===== src/rtl/quad_pkg.sv =====
// Shared definitions for the quadrature decoder.
//  - Phase codes, written as {A, B} and listed in forward order: 00, 01, 11, 10.
//  - Direction encodings.
//  - Default position width.
//  - The move classification type and the decode table that fills it.
package quad_pkg;

    localparam int WIDTH_DEF = 4;

    localparam logic [1:0] PH_00 = 2'b00;
    localparam logic [1:0] PH_01 = 2'b01;
    localparam logic [1:0] PH_11 = 2'b11;
    localparam logic [1:0] PH_10 = 2'b10;

    localparam logic DIR_FWD = 1'b1;
    localparam logic DIR_REV = 1'b0;

    typedef enum logic [1:0] {
        MOVE_NONE    = 2'd0,
        MOVE_FWD     = 2'd1,
        MOVE_REV     = 2'd2,
        MOVE_ILLEGAL = 2'd3
    } move_t;

    // Classifies one sample-to-sample phase change.
    // Both bits flipping means a phase was missed, and the direction cannot be known.
    function automatic move_t decode_move(input logic [1:0] prev, input logic [1:0] cur);
        move_t m;
        m = MOVE_NONE;
        case ({prev, cur})
            {PH_00, PH_01}, {PH_01, PH_11}, {PH_11, PH_10}, {PH_10, PH_00}: m = MOVE_FWD;
            {PH_00, PH_10}, {PH_10, PH_11}, {PH_11, PH_01}, {PH_01, PH_00}: m = MOVE_REV;
            {PH_00, PH_11}, {PH_11, PH_00}, {PH_01, PH_10}, {PH_10, PH_01}: m = MOVE_ILLEGAL;
            default: m = MOVE_NONE;
        endcase
        return m;
    endfunction

endpackage


===== src/rtl/quadrature_decoder_if.sv =====
// Bus bundle for the quadrature decoder.
//  master : drives qa, qb, load, data and clear_err; observes step, dir, pos and err.
//  slave  : the decoder side of the bundle.
interface quadrature_decoder_if #(
    parameter int WIDTH = quad_pkg::WIDTH_DEF
);
    logic             qa;
    logic             qb;
    logic             load;
    logic [WIDTH-1:0] data;
    logic             clear_err;
    logic             step;
    logic             dir;
    logic [WIDTH-1:0] pos;
    logic             err;

    modport master (
        output qa, qb, load, data, clear_err,
        input  step, dir, pos, err
    );

    modport slave (
        input  qa, qb, load, data, clear_err,
        output step, dir, pos, err
    );
endinterface


===== src/rtl/sync_ff.sv =====
// Single-bit multi-flop synchroniser for an asynchronous input.
// Ports:
//  clk   : destination clock
//  rst_n : asynchronous active-low reset; clears every stage to 0
//  d     : asynchronous input
//  q     : synchronised output, SYNC_STAGES clk edges behind d
module sync_ff #(
    parameter int SYNC_STAGES = 2
) (
    input  logic clk,
    input  logic rst_n,
    input  logic d,
    output logic q
);

    logic [SYNC_STAGES-1:0] sr;

    always_ff @(posedge clk or negedge rst_n) begin
        if (!rst_n) begin
            sr <= '0;
        end else begin
            sr <= {sr[SYNC_STAGES-2:0], d};
        end
    end

    assign q = sr[SYNC_STAGES-1];

endmodule


===== src/rtl/quadrature_decoder.sv =====
// Quadrature decoder.
//  - Turns an asynchronous A/B phase pair into registered step/dir events.
//  - Keeps a loadable position count that wraps modulo 2^WIDTH.
//  - Raises a sticky err when both phases change between two samples.
// Ports:
//  clk   : system clock
//  rst_n : asynchronous active-low reset
//  bus   : quadrature_decoder_if.slave
//          inputs  : qa, qb, load, data, clear_err
//          outputs : step, dir, pos, err (all registered)
module quadrature_decoder
    import quad_pkg::*;
#(
    parameter int WIDTH       = WIDTH_DEF,
    parameter int SYNC_STAGES = 2
) (
    input  logic                clk,
    input  logic                rst_n,
    quadrature_decoder_if.slave bus
);

    // Decoding stays off until the synchronisers and prev hold real samples.
    localparam int PRIME_CYCLES = SYNC_STAGES + 1;
    localparam int PW           = $clog2(PRIME_CYCLES + 1);

    logic             qa_s;
    logic             qb_s;
    logic [1:0]       cur;
    logic [1:0]       prev;
    logic [PW-1:0]    prime_cnt;
    logic             primed;
    move_t            mv;

    logic             step_r;
    logic             dir_r;
    logic [WIDTH-1:0] pos_r;
    logic             err_r;

    sync_ff #(.SYNC_STAGES(SYNC_STAGES)) u_sync_a (
        .clk   (clk),
        .rst_n (rst_n),
        .d     (bus.qa),
        .q     (qa_s)
    );

    sync_ff #(.SYNC_STAGES(SYNC_STAGES)) u_sync_b (
        .clk   (clk),
        .rst_n (rst_n),
        .d     (bus.qb),
        .q     (qb_s)
    );

    assign cur    = {qa_s, qb_s};
    assign primed = (prime_cnt == PW'(PRIME_CYCLES));
    assign mv     = decode_move(prev, cur);

    // Decode stage: compare prev -> cur, update the event and state registers.
    always_ff @(posedge clk or negedge rst_n) begin
        if (!rst_n) begin
            prev      <= PH_00;
            prime_cnt <= '0;
            step_r    <= 1'b0;
            dir_r     <= DIR_REV;
            pos_r     <= '0;
            err_r     <= 1'b0;
        end else begin
            prev   <= cur;
            step_r <= 1'b0;

            if (!primed) begin
                prime_cnt <= prime_cnt + PW'(1);
            end

            if (primed && (mv == MOVE_FWD)) begin
                step_r <= 1'b1;
                dir_r  <= DIR_FWD;
            end else if (primed && (mv == MOVE_REV)) begin
                step_r <= 1'b1;
                dir_r  <= DIR_REV;
            end

            // A load overrides the step for pos, but step/dir above still report it.
            if (bus.load) begin
                pos_r <= bus.data;
            end else if (primed && (mv == MOVE_FWD)) begin
                pos_r <= pos_r + WIDTH'(1);
            end else if (primed && (mv == MOVE_REV)) begin
                pos_r <= pos_r - WIDTH'(1);
            end

            // A new illegal jump wins over a simultaneous clear.
            if (primed && (mv == MOVE_ILLEGAL)) begin
                err_r <= 1'b1;
            end else if (bus.clear_err) begin
                err_r <= 1'b0;
            end
        end
    end

    assign bus.step = step_r;
    assign bus.dir  = dir_r;
    assign bus.pos  = pos_r;
    assign bus.err  = err_r;

endmodule

===== src/flat_wrapper.sv =====
// flat-port wrapper written by rule: the top's interface ports become plain ports
module quadrature_decoder_flat import quad_pkg::*;
#(
    parameter int WIDTH       = WIDTH_DEF,
    parameter int SYNC_STAGES = 2
)
  (clk, rst_n, bus_qa, bus_qb, bus_load, bus_data, bus_clear_err, bus_step, bus_dir, bus_pos, bus_err);
  quadrature_decoder_if #(.WIDTH(WIDTH)) bus_i ();
  input  logic clk;
  input  logic rst_n;
  input wire logic [$bits(bus_i.qa)-1:0] bus_qa;
  input wire logic [$bits(bus_i.qb)-1:0] bus_qb;
  input wire logic [$bits(bus_i.load)-1:0] bus_load;
  input wire logic [$bits(bus_i.data)-1:0] bus_data;
  input wire logic [$bits(bus_i.clear_err)-1:0] bus_clear_err;
  output wire logic [$bits(bus_i.step)-1:0] bus_step;
  output wire logic [$bits(bus_i.dir)-1:0] bus_dir;
  output wire logic [$bits(bus_i.pos)-1:0] bus_pos;
  output wire logic [$bits(bus_i.err)-1:0] bus_err;
  assign bus_i.qa = bus_qa;
  assign bus_i.qb = bus_qb;
  assign bus_i.load = bus_load;
  assign bus_i.data = bus_data;
  assign bus_i.clear_err = bus_clear_err;
  assign bus_step = bus_i.step;
  assign bus_dir = bus_i.dir;
  assign bus_pos = bus_i.pos;
  assign bus_err = bus_i.err;
  quadrature_decoder #(.WIDTH(WIDTH), .SYNC_STAGES(SYNC_STAGES)) u_core (.clk(clk), .rst_n(rst_n), .bus(bus_i));
endmodule

===== config.mk =====
export PLATFORM = sky130hd
export DESIGN_NAME = quadrature_decoder_flat
export DESIGN_NICKNAME = d
export VERILOG_FILES = /design/src/rtl/quad_pkg.sv /design/src/rtl/quadrature_decoder_if.sv /design/src/rtl/sync_ff.sv /design/src/rtl/quadrature_decoder.sv /design/src/flat_wrapper.sv
export SDC_FILE = /design/constraint.sdc
export NUM_CORES = 1
export LEC_CHECK = 0
export CELL_PAD_IN_SITES_DETAIL_PLACEMENT = 2
export CELL_PAD_IN_SITES_GLOBAL_PLACEMENT = 2
export CORE_ASPECT_RATIO = 0.6
export CORE_UTILIZATION = 31
export CTS_CLUSTER_SIZE = 24
export DETAILED_ROUTE_END_ITERATION = 12
export PLACE_DENSITY = 0.74
export SYNTH_ARGS = -nofsm -noshare
export SYNTH_HDL_FRONTEND = slang
export SYNTH_SLANG_ARGS = --single-unit

===== constraint.sdc =====
create_clock -name clk -period 2.6 [get_ports clk]
set_input_delay 0.52 -clock clk [delete_from_list [all_inputs] [get_ports clk]]
set_output_delay 0.52 -clock clk [all_outputs]
set_load 0.05 [all_outputs]

==> out/metrics.cfg <==
[cts]
cts_tree=built
max-clock-path-buffers=2
cts_inserted_buffers=3
cts.sinks=15
cts_root_buffer=clkbuf_8
path_clk_slew_ps=70
holdBufCountCts=0
cts.htree.levels=1
insertion_delay_ps=260
cts_setup_buffers=0
cts_resized=0

[logic_synthesis]
synth_seq_area_share_pct=50.34
syn_nets=75
synth_top_area_share_pct=50.34
synthesis.area_sq_um=745.7
ys_warn_count=0
yosys-mux-area-fraction_pct=2.852
yosysUniqueCellTypes=29
synth_top_cell_by_area=dfrtp_1
synth_area_leaders=dfrtp_1 (50%), ha_1 (5.0%), xnor2_1 (4.7%)
synth_seq_cells=15
synth-simple-area-share_pct=12.08
synth-xor-area-share_pct=10.23
synthAdderAreaFrac_pct=7.718
syn_inst=61
synth_compound_area_share_pct=13.93
syn_area_per_cell_sq_um=12.22
synth_top_family_by_area=compound AO/OA/AOI/OAI gates

[sta]
tightest_slew_ps=688.5
finalSetupViolCount=0
hold_slack_ps=353.6
tns_ps=0
slew-limit-headroom_pct=53.95
rsz0062_at_grt=no
fin_crit_sh_pct=87.75
hold_violations=0
drv_slew=0
fin_worst_skew_ps=2.078
fmax_ghz=0.4383
min_period_ps=2282

[setup_path]
cp-end-kind=register
critical_path_class=reg -> reg
worst_setup_path_start_kind=register
path_max_fanout=5
crit_arrival_ps=2420
required_ps=2740

[power_and_ir_drop]
power.density_nw_per_um2=780.6
leakage_nw=0.4106
peakVddDrop_v=0.0002655

[floorplanning]
io_pins=17
start_util_pct=33.71
core-area_sq_um=2212
fp.dieW_microns=65.32
placementRows=13
dieArea_sq_um=2612
die_height_microns=39.99

[detailed_routing]
wl_per_cell_microns=14.81
finalWirelength_microns=1644
drt_iter0_drc=2
drc=0
vias_per_cell=4.802
ant_nets=0
num_vias=533
dr.pass1.iters=2

[global_routing]
use_met3_pct=5.966
grt_max_degree=16
antenna_found_initial=0
grt_first_pass_wirelength_microns=2822
first_global_vias=593
overflow=0
grt_usage_pct=15.82
grtUsageMet1_pct=19.93
busiest_layer=met2
grt_util_met2_pct=25.00

[place]
port_buffers=16
dp.final_hpwl_microns=1262
gp_congestion=0.6978

[layout]
antenna-diode-count=0
syn2layout_area_growth_pct=33.72
nNetsFinal=96
fillers=242
drive_gt1_share_pct=16.05

[job]
max_cap_viol_count=0

[outcome]
status=finished, final reports clean

[hold_path]
hold_class=reg -> reg

sequential cells by signal, summed over array words and instances (netlist names):
register,cells
u_core.bus.dir,1
u_core.bus.pos,4
u_core.bus.err,1
u_core.u_sync_a.sr,2
u_core.bus.step,1
u_core.u_sync_b.sr,2
u_core.prime_cnt,2
u_core.prev,2
worst paths after layout:
kind | startpoint | end | slack (ps) | cells past startpoint
max | u_core.u_sync_a.sr[1]$_DFF_PN0_ | u_core.bus.pos[3]$_DFFE_PN0P_ | 320 | 6
max in group asynchronous | rst_n | u_core.bus.pos[3]$_DFFE_PN0P_ | 1490 | 1
min reg2reg | u_core.u_sync_a.sr[0]$_DFF_PN0_ | u_core.u_sync_a.sr[1]$_DFF_PN0_ | 350 | 0
min in group asynchronous | rst_n | u_core.u_sync_a.sr[0]$_DFF_PN0_ | 680 | 1
min | u_core.u_sync_a.sr[0]$_DFF_PN0_ | u_core.u_sync_a.sr[1]$_DFF_PN0_ | 350 | 0
max reg2reg | u_core.u_sync_a.sr[1]$_DFF_PN0_ | u_core.bus.pos[3]$_DFFE_PN0P_ | 320 | 6
layout make-up:
cell class	instances	area [sq um]	share of cell area, %
tap	30	37.54	3.764
sequential	15	375.4	37.64
inverter	3	11.26	1.129
multi-input combinational	41	349.1	35.01
timing repair buffer	18	175.2	17.57
clock inverter	1	7.507	0.7528
clock buffer	3	41.29	4.141
per-stage QoR:
step / instances / utilization (%) / setup slack, ps / area (sq um) / total power, mW
after floorplan: 61 / - / 551.1 / 745.7 / 0.4820
after global placement: 107 / 42.87 / 448.0 / 948.4 / 0.5746
after detailed placement: 107 / 42.87 / 316.2 / 948.4 / 0.5853
after CTS: 111 / 45.08 / 308.7 / 997.2 / 0.7972
after global routing: 111 / 45.08 / 206.8 / 997.2 / 0.8257
final: 111 / 45.08 / 318.4 / 997.2 / 0.7784
power breakdown:
group          switching (mW)  total [mW]  leakage [nW]  internal (mW)
Clock                  0.0939       0.202        0.0217          0.108
Sequential             0.0295       0.291         0.171          0.262
Combinational           0.170       0.285         0.218          0.115
Total                   0.294       0.778         0.411          0.485
critical path, stage by stage (launching register included):
cell	delay, ps
dfrtp_1	430
xnor2_2	270
nand3b_1	240
ha_1	380
a21oi_1	300
a2111oi_1	140
a2111o_1	400
metal layers:
| layer | routed length, microns | up-vias |
|---|---|---|
| met5 | 0 | - |
| met4 | 21 | 0 |
| met3 | 74 | 5 |
| met2 | 697 | 13 |
| met1 | 850 | 259 |
| li1 | - | 256 |
placed cells by master, fill, tap and decap left out, types with 2 or more instances in the layout:
cell,n
xnor2_1,4
clkdlybuf4s50_1,16
ha_1,3
a21oi_1,5
buf_4,2
dfrtp_1,15
clkbuf_8,3
nand3_1,2
nand3b_1,3
nand2_1,2
nand2b_1,2
inv_1,2
xnor2_2,2
nor2_1,2
cells by family (layout without fill, tap and decap cells):
group	Yosys count	count (layout)
DFF	15	15
and+or+nand+nor	15	15
AOI/OAI and AO/OA	13	13
xor gates and xnor gates	7	7
buffers and inverters	5	25
adders and majority gates	4	4
muxes	2	2
synth_stat cells:
library cell,count
o31ai_2,1
nand2_1,2
buf_2,2
and3_1,1
xnor2_2,2
xor2_1,1
nand3b_1,3
o32ai_1,1
mux2_2,1
xnor2_1,4
a21oi_1,5
inv_2,1
nand2b_1,2
inv_1,2
fa_1,1
a2111o_1,1
o311ai_2,1
nand3_1,2
a2111oi_1,1
ha_1,3
dfrtp_1,15
o21ai_0,1
o21ai_1,1
nor2_1,2
and2_4,1
and2_1,1
nand4b_1,1
mux2i_1,1
a221o_1,1
No activity file was read; power rests on OpenSTA's default activity.
